`config.mk`:
```
export PLATFORM = sky130hd
export DESIGN_NAME = ex_mem_stage
export DESIGN_NICKNAME = d
export VERILOG_FILES = /design/src/rtl/ex_mem_stage.sv
export SDC_FILE = /design/constraint.sdc
export NUM_CORES = 1
export LEC_CHECK = 0
export CAP_MARGIN = 20
export CORE_ASPECT_RATIO = 0.6
export CORE_UTILIZATION = 35
export CTS_CLUSTER_SIZE = 10
export DETAILED_ROUTE_END_ITERATION = 10
export MAX_ROUTING_LAYER = met4
export PLACE_DENSITY = 0.67
export SLEW_MARGIN = 25
export SYNTH_ARGS = -nofsm -noshare
export SYNTH_HDL_FRONTEND = slang
export SYNTH_SLANG_ARGS = --single-unit
```
`constraint.sdc`:
```
create_clock -name clk -period 3.85 [get_ports clk]
set_clock_uncertainty 0.05 [all_clocks]
set_input_delay 0.77 -clock clk [delete_from_list [all_inputs] [get_ports clk]]
set_output_delay 0.77 -clock clk [all_outputs]
set_load 0.05 [all_outputs]
```
`src/rtl/ex_mem_stage.sv`:
```
// ---------------------------------------------------------------------------
// ex_mem_stage
//
// EX/MEM pipeline register with branch/jump resolution. Sits directly after
// the 32-bit ALU, captures the ALU result and flags together with the
// forwarded EX context, resolves conditional branches and jumps, and presents
// registered results plus a redirect request to the memory stage.
//
// Flow control: in_valid qualifies every EX-stage input on the cycle it is
// presented. There is no ready output; stall is the only backpressure. With
// stall=1 nothing is captured and every output holds, including a pending
// redirect, so upstream must stall coherently. flush squashes the instruction
// being captured. Edge priority is rst > flush > stall > capture.
//
// Optional build macro: BRANCH_STATS_EN adds stat_branches / stat_taken.
//
// Ports:
//   clk, rst                  clock (rising edge), synchronous active-high reset
//   stall, flush              hold outputs / squash the captured instruction
//   in_valid                  EX instruction valid
//   alu_result, alu_z/v/c/s   ALU output and flags (C = carry of A + ~B + 1)
//   pc, imm, rs2_data         EX PC, sign-extended immediate, store data
//   rd_addr, funct3           destination register, branch/memory funct3
//   is_branch, is_jal, is_jalr, mem_read, mem_write, reg_write, mem_to_reg
//                             decoded control
//   out_valid                 registered valid
//   out_result                ALU result, or PC+4 for JAL/JALR
//   out_store_data, out_rd, out_funct3
//                             registered forwarded context
//   out_mem_read, out_mem_write, out_reg_write, out_mem_to_reg
//                             registered control, gated by valid
//   redirect, redirect_pc     taken branch or jump, and its target
//   stat_branches, stat_taken (BRANCH_STATS_EN only) branch counters
// ---------------------------------------------------------------------------
module ex_mem_stage #(
   parameter int N    = 32,
   parameter int RD_W = 5
) (
   input  logic            clk,
   input  logic            rst,
   input  logic            stall,
   input  logic            flush,
   input  logic            in_valid,
   input  logic [N-1:0]    alu_result,
   input  logic            alu_z,
   input  logic            alu_v,
   input  logic            alu_c,
   input  logic            alu_s,
   input  logic [N-1:0]    pc,
   input  logic [N-1:0]    imm,
   input  logic [N-1:0]    rs2_data,
   input  logic [RD_W-1:0] rd_addr,
   input  logic [2:0]      funct3,
   input  logic            is_branch,
   input  logic            is_jal,
   input  logic            is_jalr,
   input  logic            mem_read,
   input  logic            mem_write,
   input  logic            reg_write,
   input  logic            mem_to_reg,
   output logic            out_valid,
   output logic [N-1:0]    out_result,
   output logic [N-1:0]    out_store_data,
   output logic [RD_W-1:0] out_rd,
   output logic [2:0]      out_funct3,
   output logic            out_mem_read,
   output logic            out_mem_write,
   output logic            out_reg_write,
   output logic            out_mem_to_reg,
   output logic            redirect,
   output logic [N-1:0]    redirect_pc
`ifdef BRANCH_STATS_EN
   ,
   output logic [31:0]     stat_branches,
   output logic [31:0]     stat_taken
`endif
);

   localparam logic [N-1:0] FOUR = N'(4);

   logic         cond_true;
   logic         br_taken;
   logic         is_jump;
   logic         nxt_redirect;
   logic [N-1:0] pc_plus4;
   logic [N-1:0] pc_plus_imm;
   logic [N-1:0] nxt_redirect_pc;
   logic [N-1:0] nxt_result;

   // Branch condition from the ALU flags of rs1 - rs2.
   always_comb begin
      cond_true = 1'b0;
      case (funct3)
         3'b000:  cond_true = alu_z;              // BEQ
         3'b001:  cond_true = ~alu_z;             // BNE
         3'b100:  cond_true = alu_s ^ alu_v;      // BLT
         3'b101:  cond_true = ~(alu_s ^ alu_v);   // BGE
         3'b110:  cond_true = ~alu_c;             // BLTU: borrow means rs1 < rs2
         3'b111:  cond_true = alu_c;              // BGEU
         default: cond_true = 1'b0;               // 010/011 never taken
      endcase
   end

   always_comb begin
      br_taken     = is_branch & cond_true;
      is_jump      = is_jal | is_jalr;
      nxt_redirect = in_valid & (br_taken | is_jump);
      pc_plus4     = pc + FOUR;
      pc_plus_imm  = pc + imm;

      // A jump wins over a simultaneously decoded branch: with is_jal/is_jalr
      // set the target never depends on br_taken.
      nxt_redirect_pc = pc_plus4;
      if (nxt_redirect) begin
         if (is_jalr) begin
            nxt_redirect_pc = {alu_result[N-1:1], 1'b0};
         end else begin
            nxt_redirect_pc = pc_plus_imm;
         end
      end

      nxt_result = is_jump ? pc_plus4 : alu_result;
   end

   always_ff @(posedge clk) begin
      if (rst) begin
         out_valid      <= 1'b0;
         out_result     <= '0;
         out_store_data <= '0;
         out_rd         <= '0;
         out_funct3     <= '0;
         out_mem_read   <= 1'b0;
         out_mem_write  <= 1'b0;
         out_reg_write  <= 1'b0;
         out_mem_to_reg <= 1'b0;
         redirect       <= 1'b0;
         redirect_pc    <= '0;
`ifdef BRANCH_STATS_EN
         stat_branches  <= '0;
         stat_taken     <= '0;
`endif
      end else if (flush) begin
         // Squash: valid, redirect and side-effecting control drop. The data
         // registers still load; their contents are meaningless downstream.
         out_valid      <= 1'b0;
         out_mem_read   <= 1'b0;
         out_mem_write  <= 1'b0;
         out_reg_write  <= 1'b0;
         out_mem_to_reg <= 1'b0;
         redirect       <= 1'b0;
         out_result     <= nxt_result;
         out_store_data <= rs2_data;
         out_rd         <= rd_addr;
         out_funct3     <= funct3;
         redirect_pc    <= nxt_redirect_pc;
      end else if (!stall) begin
         out_valid      <= in_valid;
         out_result     <= nxt_result;
         out_store_data <= rs2_data;
         out_rd         <= rd_addr;
         out_funct3     <= funct3;
         out_mem_read   <= mem_read & in_valid;
         out_mem_write  <= mem_write & in_valid;
         out_reg_write  <= reg_write & in_valid;
         out_mem_to_reg <= mem_to_reg & in_valid;
         redirect       <= nxt_redirect;
         redirect_pc    <= nxt_redirect_pc;
`ifdef BRANCH_STATS_EN
         if (in_valid && is_branch) begin
            stat_branches <= stat_branches + 32'd1;
         end
         if (in_valid && br_taken) begin
            stat_taken <= stat_taken + 32'd1;
         end
`endif
      end
   end

endmodule
```
======== Word-level counts from Yosys, hierarchy flattened ========
Index checks and enable logic that the tools add are counted.
storage, ports and cells
  bits in registers ....................... 110
  input bits .............................. 152
  output and inout port bits .............. 110
  logic and storage cells ................. 47
cells by class
  add/sub/neg operators ................... 2
  equal/unequal tests ..................... 6
  muxes and demuxes ....................... 14
  bitwise logic cells ..................... 12
  reduce and logical (&&, ||, !) cells .... 2
operators by type and width
  cell                                                    count
  2-to-1 mux 32 bit                                       9
  adder 32 x 3 -> 32 bit (second input constant)          1
  adder 32 bit                                            1
  equality test 3 bit (second input constant)             4
  2-to-1 mux 5 bit                                        2
  AND 1 bit                                               6
  2-to-1 mux 3 bit                                        2
  one-hot mux 1 bit (6 select lines)                      1
  equality test 3 x 1 -> 1 bit (second input constant)    1
  zero test 3 bit                                         1
  inverter 1 bit                                          3
  inequality test 2 x 1 -> 1 bit (second input constant)  1
  bitwise OR 1 bit                                        2
  OR reduction 2 bit                                      1
  bitwise XOR 1 bit                                       1

======== Logic depth before layout (Yosys ltp) ========
  depth in word-level cells ............... 9
  gate-level depth with buffers ........... 10
  mapped depth without buffers ............ 10

======== Worst setup path after synthesis ========
OpenSTA, ideal clock, no wires.
  path type ............................... input -> register
  start ................................... input port pc[0]
  end ..................................... register redirect_pc[28]
  library setup time ...................... 0.132 ns
  arrival time ............................ 2.845 ns
  data required time ...................... 3.668 ns
  path slack .............................. 0.823 ns
  stages .................................. 10
  buffers on the path ..................... 0
  cells stage by stage .................... ha_1 -> fa_1 -> a21oi_1 -> o21ai_0 -> nand4_1 -> a2111oi_2 -> o31a_1 -> a2111oi_0 -> a41o_1 -> o41ai_2
on the way
  cells in the longest elaborated chain, start to end .. 5
RTL lines
  item                    line  source
  start: declaration      49    input logic [N-1:0] pc,
  adder 32 bit            109   pc_plus_imm = pc + imm;
  2-to-1 mux 32 bit       115   if (is_jalr) begin
  2-to-1 mux 32 bit (*)   114   if (nxt_redirect) begin
  2-to-1 mux 32 bit       156   end else if (!stall) begin
  2-to-1 mux 32 bit (*)   142   end else if (flush) begin
  end signal: assignment  155   redirect_pc <= nxt_redirect_pc;
  end signal: assignment  167   redirect_pc <= nxt_redirect_pc;
  end: declaration        71    output logic [N-1:0] redirect_pc
Every way passes the cells marked *; elsewhere a longest branch is shown, timed or not. The select of a mux whose other input is x is not followed.
A chain may end at the register's enable or synchronous reset.

======== Final worst setup path ========
Same ends and word-level chain as after synthesis.

==> results.yml <==
timing:
  final_hold_viol_count: 0
  finalMaxSlewViolations: 0
  rsz0062_at_grt: "false"
  min_period_ns: 3.47
  fmax_mhz: 288
  setup_violations: 0
  fin_ws_ns: 0.379
  fin_setup_tns_ns: 0
  tightest_slew_ns: 0.650
  slew_headroom_pct: 56.7
  timing.final.crit_share_pct: 90.1
detailed_routing:
  drt_iter0_drc: 603
  drc: 0
  vias: 7779
  wl_microns: 26600
  drt-pass1-iter-count: 5
  ant_nets: 0
  post_drt_wl_per_cell_microns: 18.4
  vias_per_cell: 5.37
floorplan:
  io_pins: 262
  core_sq_um: 19200
  initial_core_util_pct: 36.1
  die_y_microns: 111
  rows: 39
  die_w_microns: 184
  die_area_sq_um: 20400
clocking:
  h-tree-depth: 3
  clockBufferDepth: 2
  cts_buffers: 9
  post_cts_buffers: 0
  ctsHoldBuffers: 0
  ctsResizeCount: 0
  clk_pin_slew_ns: 0.08
  cts-root-buf: "clkbuf_16"
  cts_sinks: 110
  clk_latency_ns: 0.35
  tritoncts: "yes"
final_layout:
  layout.cells.non_filler: 1449
  fillerInstances: 1908
  reg_top3: "out_result (32), out_store_data (32), redirect_pc (32)"
  area.growth.synth_to_final_pct: 47.0
  layout-drive-gt1-share_pct: 5.59
  fin_nets: 1360
worst_hold_path:
  min_from: "out_store_data[12]$_SDFFE_PP0P_"
  hold_class: "reg -> reg"
  worstHoldEndpoint: "out_store_data[12]$_SDFFE_PP0P_"
  hold_depth: 2
run:
  cap_violations: 0
logic_synthesis:
  ys_ff_latch: 110
  syn_nets: 1118
  synth_area_sq_um: 6920
  syn_avg_cell_area_sq_um: 7.42
  ys_types: 60
  ys_seq_area_share_pct: 31.8
  async_flop_share_pct: 0
  yosysWarningCount: 0
  ys.flop_type: "dfxtp_1"
  synthCells: 933
  synth-edff-count: 0
power:
  p_total_mw: 3.55
  swShare_pct: 37.7
  powerDensity_nw_per_um2: 349
  combPwrFrac_pct: 38.4
  peakVddDrop_uv: 214
  power.share.clock_pct: 25.5
  p_sw_mw: 1.34
  seq_power_share_pct: 36.1
  leakagePower_nw: 3.90
  intPower_mw: 2.21
run_status:
  outcome: "complete, no violations"
setup_path:
  cp-end-kind: "flip-flop"
  rr_startpoint: "redirect_pc[30]$_SDFFE_PP0P_"
  critPathMaxFanout: 3
  cp.required_ns: 4.06
  crit_arrival_ns: 3.68
  r2r_end: "redirect_pc[30]$_SDFFE_PP0P_"
  crit_path_start_kind: "primary input"
  r2r_cells: 3
  path_class: "in -> reg"
  r2r_slack_ns: 2.72
placement:
  io_buffers: 261
  place.gp.congestion: 0.933
  dp_cells: 1430
  place_ws_ns: 0.0292
  dp_hpwl_microns: 20700
grt:
  overflow: 0
  grt_use_total_pct: 27.0
  antenna_found_initial: 3
  grt_pass1_vias: 7509
  grt_max_degree: 83
  grt_pass1_wl_microns: 41700
routing by layer:
metal / vias up / track usage (%) / wire, microns / share of wire [%]
met5: - / - / 0 / 0
met4: 0 / 4.67 / 293 / 1.1
met3: 18 / 7.88 / 2470 / 9.3
met2: 321 / 39.0 / 11300 / 42
met1: 3635 / 37.4 / 12600 / 47
li1: 3805 / - / - / -
how the worst max path moves through the flow:
stage,from,endpoint,slack (ns)
2_1_floorplan,pc[0],redirect_pc[28]$_SDFFE_PP0P_,0.82
3_5_place_dp,pc[0],redirect_pc[28]$_SDFFE_PP0P_,0.03
3_3_place_gp,pc[0],redirect_pc[28]$_SDFFE_PP0P_,0.07
5_1_grt,pc[0],redirect_pc[29]$_SDFFE_PP0P_,0.14
4_1_cts,pc[0],redirect_pc[28]$_SDFFE_PP0P_,0.39
6_report,pc[0],redirect_pc[28]$_SDFFE_PP0P_,0.38
layout by cell type, fill, tap and decap left out, drive strengths merged, types with 5 or more instances in the layout:
cell and count:
nor2 95, clkdlybuf4s50 259, xnor2 32, nand2 160, nor3 9, nand4 13, buf 37, nor4 5
inv 13, clkbuf 9, xor2 24, a211oi 43, and2 6, nand3 25, o211ai 24, a21o 7
nor2b 10, ha 32, a22oi 6, o21ai 47, and3 8, mux2i 14, dfxtp 110, a31oi 5
a21oi 127
power by group through the flow:
stage,logic [mW],clock network (mW),registers [mW]
floorplan,0.506,0,1.60
global placement,1.35,0,1.31
detailed placement,1.35,0,1.31
CTS,1.36,0.941,1.28
global route,1.46,0.982,1.29
finish,1.36,0.907,1.28
cell usage after synthesis, types with 24 or more instances:
master / instances / area [sq um]
nand2_1: 160 / 601
xnor2_1: 32 / 280
a21oi_1: 127 / 636
xor2_1: 24 / 210
o211ai_1: 24 / 180
nand3_1: 25 / 125
o21ai_0: 44 / 220
dfxtp_1: 110 / 2200
clkbuf_1: 49 / 184
a211oi_1: 42 / 315
ha_1: 32 / 400
nor2_1: 94 / 353
worst max-delay path: stages:
cell and delay, ns:
clkdlybuf4s50_1 0.51, ha_1 0.21, fa_1 0.22, a21oi_1 0.12, o21ai_0 0.30, nand4_1 0.20, a2111oi_2 0.52, o31a_1 0.24
a2111oi_0 0.10, a41o_1 0.24, o41ai_2 0.26
cell type report:
type / count / area, sq um / share of cell area, %
flip-flops and latches: 110 / 2200 / 21.6
well taps: 266 / 333 / 3.27
clock buffers: 9 / 225 / 2.21
diodes: 3 / 7.51 / 0.0737
multi-input cells: 747 / 4430 / 43.5
inverters: 11 / 41.3 / 0.406
repair buffers: 296 / 2880 / 28.3
clock inverters: 7 / 57.6 / 0.565
stage by stage:
step / utilization [%] / area, sq um / hold slack, ns
3_3_place_gp: 51.6 / 9890 / 0.387
3_5_place_dp: 51.6 / 9890 / 0.394
5_1_grt: 53.1 / 10200 / 0.424
4_1_cts: 53.0 / 10200 / 0.405
6_report: 53.1 / 10200 / 0.402
2_1_floorplan: - / 6920 / 0.621
cells by family after synthesis:
family / Yosys count / share of synthesized area (%)
flip-flops: 110 / 31.8
AO/OA/AOI/OAI: 295 / 26.5
multiplexers: 14 / 2.02
XOR/XNOR: 57 / 7.41
AND/OR/NAND/NOR: 348 / 21.9
buffers and inverters: 76 / 4.32
adder cells (fa/ha/maj): 33 / 6.07
No activity file was read; power rests on OpenSTA's default activity.
